File: src/rtl/axi_burst_buffer.sv
// ---------------------------------------------------------------------------
// axi_burst_buffer
//
// Elastic beat buffer between the AXI read-data channel and the AXI write-data
// channel of the copy datapath. Read beats (with RLAST) are stored in order and
// re-presented as write beats (with WLAST). A count of complete bursts held
// lets the AW issuer launch a write only once a whole burst is buffered, so the
// W stream never stalls mid-burst.
//
// Ports
//   ACLK, ARESET          clock, synchronous active-high reset
//   s_RVALID/RDATA/RLAST  read beat in
//   s_RREADY              buffer can take a beat (low while full or in reset)
//   m_WVALID/WDATA/WLAST  head beat out (first-word-fall-through)
//   m_WSTRB               constant all ones
//   m_WREADY              write port takes the head beat
//   flush                 synchronous clear of all buffered state
//   level                 beats currently held
//   burst_cnt             complete bursts held (RLAST received, WLAST not popped)
//   burst_avail           burst_cnt != 0
//   len_err               sticky burst-length violation
// ---------------------------------------------------------------------------
module axi_burst_buffer #(
  parameter int DATA_W    = 64,
  parameter int DEPTH     = 32,
  parameter int BURST_LEN = 16,
  localparam int PW       = $clog2(DEPTH)
) (
  input  logic                  ACLK,
  input  logic                  ARESET,
  input  logic                  s_RVALID,
  input  logic [DATA_W-1:0]     s_RDATA,
  input  logic                  s_RLAST,
  output logic                  s_RREADY,
  output logic                  m_WVALID,
  output logic [DATA_W-1:0]     m_WDATA,
  output logic [DATA_W/8-1:0]   m_WSTRB,
  output logic                  m_WLAST,
  input  logic                  m_WREADY,
  input  logic                  flush,
  output logic [PW:0]           level,
  output logic [PW:0]           burst_cnt,
  output logic                  burst_avail,
  output logic                  len_err
);

  localparam int BW = (BURST_LEN > 1) ? $clog2(BURST_LEN) : 1;
  localparam logic [PW:0] PTR_ONE  = 1;
  localparam logic [BW-1:0] IDX_ONE  = 1;
  localparam logic [BW-1:0] IDX_LAST = BW'(BURST_LEN - 1);

  logic [DATA_W:0] mem [DEPTH];
  logic [PW:0]     wr_ptr;
  logic [PW:0]     rd_ptr;
  logic [BW-1:0]   beat_idx;
  logic [DATA_W:0] head;
  logic            full;
  logic            empty;
  logic            push;
  logic            pop;
  logic            burst_in;
  logic            burst_out;
  logic            idx_at_last;

  // Extra pointer MSB distinguishes full from empty when the low bits match.
  assign full  = (wr_ptr[PW] != rd_ptr[PW]) && (wr_ptr[PW-1:0] == rd_ptr[PW-1:0]);
  assign empty = (wr_ptr == rd_ptr);

  // No bypass: readiness depends on registered pointers only.
  assign s_RREADY = !full && !ARESET;
  assign m_WVALID = !empty && !ARESET;

  assign push = s_RVALID && s_RREADY;
  assign pop  = m_WVALID && m_WREADY;

  // Head read is combinational; contents when empty are don't-care.
  assign head    = mem[rd_ptr[PW-1:0]];
  assign m_WDATA = head[DATA_W-1:0];
  assign m_WLAST = head[DATA_W];
  assign m_WSTRB = '1;

  assign level       = wr_ptr - rd_ptr;
  assign burst_avail = (burst_cnt != '0);

  assign burst_in    = push && s_RLAST;
  assign burst_out   = pop && m_WLAST;
  assign idx_at_last = (beat_idx == IDX_LAST);

  // Storage is never cleared; a flushed cycle's beat is simply not written.
  always_ff @(posedge ACLK) begin
    if (push && !flush) begin
      mem[wr_ptr[PW-1:0]] <= {s_RLAST, s_RDATA};
    end
  end

  always_ff @(posedge ACLK) begin
    if (ARESET || flush) begin
      wr_ptr    <= '0;
      rd_ptr    <= '0;
      burst_cnt <= '0;
      beat_idx  <= '0;
      len_err   <= 1'b0;
    end else begin
      if (push) begin
        wr_ptr <= wr_ptr + PTR_ONE;
      end
      if (pop) begin
        rd_ptr <= rd_ptr + PTR_ONE;
      end

      case ({burst_in, burst_out})
        2'b10:   burst_cnt <= burst_cnt + PTR_ONE;
        2'b01:   burst_cnt <= burst_cnt - PTR_ONE;
        default: burst_cnt <= burst_cnt;
      endcase

      // A mismatch between RLAST and the expected last index flags an error;
      // either way the counter returns to 0 so the next beat starts a burst.
      if (push) begin
        if (s_RLAST || idx_at_last) begin
          beat_idx <= '0;
        end else begin
          beat_idx <= beat_idx + IDX_ONE;
        end
        if (s_RLAST != idx_at_last) begin
          len_err <= 1'b1;
        end
      end
    end
  end

endmodule

File: config.mk
export PLATFORM = sky130hd
export DESIGN_NAME = axi_burst_buffer
export DESIGN_NICKNAME = d
export VERILOG_FILES = /design/src/rtl/axi_burst_buffer.sv
export SDC_FILE = /design/constraint.sdc
export NUM_CORES = 2
export LEC_CHECK = 0
export CAP_MARGIN = 0
export CORE_ASPECT_RATIO = 0.5
export CORE_MARGIN = 3
export CORE_UTILIZATION = 55
export DETAILED_ROUTE_END_ITERATION = 6
export MAX_ROUTING_LAYER = met4
export PLACE_DENSITY = 0.69
export SYNTH_ARGS = -nofsm -noshare
export SYNTH_HDL_FRONTEND = slang
export SYNTH_SLANG_ARGS = --single-unit
File: constraint.sdc
create_clock -name ACLK -period 13.4 [get_ports ACLK]
set_input_delay 2.01 -clock ACLK [delete_from_list [all_inputs] [get_ports ACLK]]
set_output_delay 2.01 -clock ACLK [all_outputs]
set_load 0.01 [all_outputs]
**After elaboration in Yosys (flattened, before gate mapping)**

Memories as Yosys holds them, arrays and structs flattened. A register that Yosys moved wholly into a read port is not among the register bits.
Cells that the tools add are included.

- Muxes and demuxes: 6
- $add $sub $neg: 6
- Reduce and logical (&&, ||, !) cells: 17
- Equal/unequal tests: 7

Operators by type and width:

| operator | number |
|---|---|
| $add 6x1->6 const B | 3 |
| $pmux 6 s2 | 1 |
| $mux 5 | 2 |
| $logic_and 1x1->1 | 8 |
| $eq 6x6->1 | 1 |
| $reduce_bool 6->1 | 1 |
| $sub 6x1->6 const B | 1 |
| $sub 6x6->6 | 1 |
| $eq 5x5->1 | 1 |
| $add 4x1->4 const B | 1 |
| $eq 4x4->1 const B | 1 |
| $logic_not 1->1 | 4 |
| $mux 4 | 1 |
| $eq 2x1->1 const B | 1 |
| $eq 2x2->1 const B | 1 |
| $logic_or 1x1->1 | 2 |
| $mux 1 | 2 |
| $ne 1x1->1 | 2 |
| $reduce_and 2->1 | 1 |
| $reduce_bool 2->1 | 1 |

- Output and inout port bits: 89
- Logic and storage cells: 42
- RAM bits: 2080
- Register bits: 23
- Memories: 1
- Bits of input ports: 70

Memories:

| name | depth | width | rd ports | clocked after Yosys merged registers in | write ports | RTL line | text |
|---|---|---|---|---|---|---|---|
| mem | 32 | 65 | 1 | 1 | 1 | 52 | `logic [DATA_W:0] mem [DEPTH];` |

**Longest topological paths before layout**

- Depth in word-level cells: 8
- Mapped depth: 15
- Mapped depth without buffers: 12

**Least setup slack after synthesis**

Ideal clock, no wire load.

- Path type: input -> register
- Start: in ARESET
- End: mem mem[30][0] in the netlist's numbering (enable)
- Setup time: 0.489 ns
- Buffers on the path: 0
- Required time: 12.911 ns
- Data arrival time: 5.634 ns
- Setup slack: 7.278 ns
- Cell stages on the path: 4
- Path through: a311oi_2 > nor2b_1 > nand2_1 > nor2_1

- Longest elaborated chain between the ends: 6

RTL lines:

| element | RTL line | text |
|---|---|---|
| start: declaration | 30 | `input logic ARESET,` |
| $logic_not 1->1 | 70 | `assign s_RREADY = !full && !ARESET;` |
| $logic_and 1x1->1 | 70 |  |
| $logic_and 1x1->1 | 73 | `assign push = s_RVALID && s_RREADY;` |
| $logic_and 1x1->1 | 91 | `if (push && !flush) begin` |
| $mux 1 | 91 |  |
| $mux 1 (not written as such) | 92 | `mem[wr_ptr[PW-1:0]] <= {s_RLAST, s_RDATA};` |
| end: declaration | 52 |  |

No other way between the ends.

==> flow_metrics.py <==
metrics = {
    "run_status": {
        "outcome": "completed",
    },
    "setup_path": {
        "crit_required_ns": 11.39,
        "timing.critical_path.cells": "buf_12, buf_4, mux4_2, mux2i_1, a22o_1, a221oi_1, clkdlybuf4s50_1",
        "r2r_slack_ns": 8.32,
        "arrival_ns": 5.44,
        "worstSetupStartpointType": "flop",
        "r2r_cells": 9,
        "regToRegStartpoint": "wr_ptr[2]",
        "worstSetupEndpoint": "m_WDATA[25]",
        "worstSetupEndpointType": "output pin",
        "critical_path_peak_fanout": 141,
        "crit_path_top_delay_cell": "sky130_fd_sc_hd__buf_4",
        "path_class": "reg2out",
        "max_stage_delay_ns": 0.97,
        "worstReg2RegEnd": "mem[3][18]",
    },
    "sta": {
        "max_clock_freq_mhz": 134,
        "slew_viol_final": 0,
        "period_share": 0.556,
        "finalSetupViolCount": 0,
        "grt_setup_unrepaired": "false",
        "crit_path_setup_slack_layout_ns": 5.95,
        "maxSlewHeadroom": 0.135,
        "fin_skew_ns": 0.0184,
        "tns_ns": 0,
        "hold_violations": 0,
        "worst_slew_pin_slew_ns": 1.29,
        "min_tclk_post_route_ns": 7.45,
    },
    "final_layout": {
        "nNetsFinal": 3629,
        "layoutNonFillerInstCount": 5630,
        "syn_to_final_growth_pct": 11.6,
        "layout.cells.most_common_list": "2080 x sky130_fd_sc_hd__edfxtp_1, 584 x sky130_fd_sc_hd__mux4_2, 179 x sky130_fd_sc_hd__clkbuf_16, 150 x sky130_fd_sc_hd__clkdlybuf4s50_1, 88 x sky130_fd_sc_hd__mux2i_1",
        "mostFrequentLayoutCell": "sky130_fd_sc_hd__edfxtp_1",
        "final_layout_size_suffix_gt1_frac": 0.279,
    },
    "yosys": {
        "synth_area_per_cell_sq_um": 24.3,
        "synth-edff-count": 2080,
        "yosysSeqAreaShare": 0.782,
        "synth_cells": 3311,
        "synthesis.area_sq_mm": 0.0806,
        "post_synth_num_cell_types": 48,
        "async_reset_ff_frac": 0,
        "synth-warning-count": 0,
        "synthFlopType": "sky130_fd_sc_hd__edfxtp_1",
        "synth.ff_latch_count": 2108,
    },
    "run": {
        "max_cap_viol_count": 0,
    },
    "floorplan": {
        "die_w_um": 547,
        "start_util": 0.559,
        "fp.coreArea_sq_mm": 0.144,
        "core.rowCount": 98,
        "io_pins": 159,
        "die-height_um": 277,
        "die_area_sq_mm": 0.151,
    },
    "global_routing": {
        "grt_start_max_net_pins": 145,
        "grt.total_usage": 0.253,
        "number_of_antenna_violations_at_the_first_check_in_global_routing": 2,
        "via_count_of_the_first_global_routing_pass": 37800,
        "global_route_wire_length_before_repair_um": 267000,
        "overflow": 0,
    },
    "drt": {
        "via_count": 36800,
        "via_per_inst": 6.54,
        "drt_pre_antenna_iters": 6,
        "routedWlPerCell_um": 32.6,
        "drcViolationCount": 0,
        "dr.first_iter.drc_count": 4966,
        "detail_route.wirelength_um": 183000,
        "ant_nets": 0,
    },
    "clock_tree": {
        "tritoncts_clock_tree": "done",
        "numClockSinks": 2108,
        "postCtsSetupRepairBufs": 0,
        "clock_tree.htree_level_count": 4,
        "ctsResizeCount": 0,
        "tritoncts.num_buffers": 175,
        "holdBufCountCts": 0,
        "clk_latency_ns": 0.79,
        "cts-root-to-sink-buffers": 3,
        "clk_root_buffer_cell": "sky130_fd_sc_hd__clkbuf_16",
        "cts.reportedPaths.clkPinSlew_ns": 0.07,
    },
    "placement": {
        "place_worst_setup_slack_ns": 6.62,
        "placed_cells": 5313,
        "numPortBuffers": 150,
        "detailedPlacementHpwl_um": 90900,
        "place.gp.congestion": 0.775,
    },
    "min_path": {
        "hold_path_class": "reg2reg",
        "hold_depth": 2,
    },
    "power": {
        "power.ir.vdd_worst_mv": 0.117,
        "pwr_density_cell_mw_per_mm2": 137,
        "finalPower_w": 0.0123,
        "power.leakage_nw": 26.6,
    },
}
==> layer usage <==
layer	share of wire	global-route usage
met5	0	-
met4	0.021	0.0602
met3	0.085	0.0443
met2	0.48	0.381
met1	0.41	0.369
==> state kept, by name (all words and copies together) (netlist names), named ones only <==
name and cells:
rd_ptr 6, wr_ptr 6, burst_cnt 6, len_err 1
beat_idx 4, mem 2080
==> layout make-up <==
class                      count  area, sq um
fill                        9515        54200
antenna                        2         5.00
sequential                  2108        63000
multi-input combinational   1016        16900
tap                         1950         2440
clock buffer                 214         4610
timing repair buffer         225         2160
clock inverter               101          714
inverter                      14         52.6
==> worst min path at each step <==
stage	startpoint	end	slack, ns
2_1_floorplan	beat_idx[3]	beat_idx[3]	0.44
3_3_place_gp	len_err	len_err	0.45
3_5_place_dp	beat_idx[3]	beat_idx[3]	0.47
4_1_cts	beat_idx[3]	beat_idx[3]	0.48
5_1_grt	len_err	len_err	0.52
6_report	beat_idx[3]	beat_idx[3]	0.47
==> Yosys cell counts, types with 5 or more instances <==
| library cell | n | area, sq um |
|---|---|---|
| sky130_fd_sc_hd__a22o_1 | 8 | 70.1 |
| sky130_fd_sc_hd__mux2_2 | 82 | 923 |
| sky130_fd_sc_hd__buf_2 | 62 | 310 |
| sky130_fd_sc_hd__nand2_1 | 23 | 86.3 |
| sky130_fd_sc_hd__ha_1 | 17 | 213 |
| sky130_fd_sc_hd__mux2i_1 | 88 | 881 |
| sky130_fd_sc_hd__buf_1 | 32 | 120 |
| sky130_fd_sc_hd__nor2b_1 | 6 | 37.5 |
| sky130_fd_sc_hd__dfxtp_1 | 28 | 561 |
| sky130_fd_sc_hd__nor2_1 | 60 | 225 |
| sky130_fd_sc_hd__a21oi_1 | 13 | 65.1 |
| sky130_fd_sc_hd__xnor2_1 | 10 | 87.6 |
| sky130_fd_sc_hd__inv_1 | 14 | 52.6 |
| sky130_fd_sc_hd__a221o_1 | 24 | 240 |
| sky130_fd_sc_hd__mux4_2 | 584 | 13200 |
| sky130_fd_sc_hd__clkbuf_1 | 62 | 233 |
| sky130_fd_sc_hd__nand4_1 | 5 | 31.3 |
| sky130_fd_sc_hd__buf_4 | 21 | 158 |
| sky130_fd_sc_hd__xor2_1 | 6 | 52.6 |
| sky130_fd_sc_hd__nand3_1 | 7 | 35.0 |
| sky130_fd_sc_hd__a221oi_1 | 8 | 70.1 |
| sky130_fd_sc_hd__o22ai_1 | 24 | 150 |
| sky130_fd_sc_hd__edfxtp_1 | 2080 | 62500 |
==> power breakdown <==
group	internal (W)	switching, W	total, W
combinational	0.0000600	0.000125	0.000185
clock	0.00257	0.00229	0.00486
sequential	0.00725	0.00000240	0.00725
total	0.00988	0.00242	0.0123
==> cells by family (layout without fill, tap and decap cells) <==
kind of cell,count (synthesis),after routing,share of synthesized area
DFF,2108,2108,0.782
muxes,754,754,0.186
buffers and inverters,194,554,0.0113
and+or+nand+nor,126,126,0.00731
AOI/OAI and AO/OA,93,93,0.00890
adders and majority gates,19,19,0.00314
xor gates and xnor gates,16,16,0.00174
other,1,10,0.0000465
==> worst max-delay path, delay by kind of cell, from the launching register on <==
kind            cells  cell delay, ns
compound gates      2            0.72
buf+inv             3            2.32
flops               1            0.95
mux                 2            0.44
==> stage by stage <==
stage	hold slack, ns	area (sq um)	utilization
6_report	0.472	90000	0.624
5_1_grt	0.523	90000	0.624
2_1_floorplan	0.441	80600	-
3_5_place_dp	0.469	84600	0.587
3_3_place_gp	0.454	84600	0.587
4_1_cts	0.478	90000	0.624
Note: power is estimated with default switching activity, not from simulation.
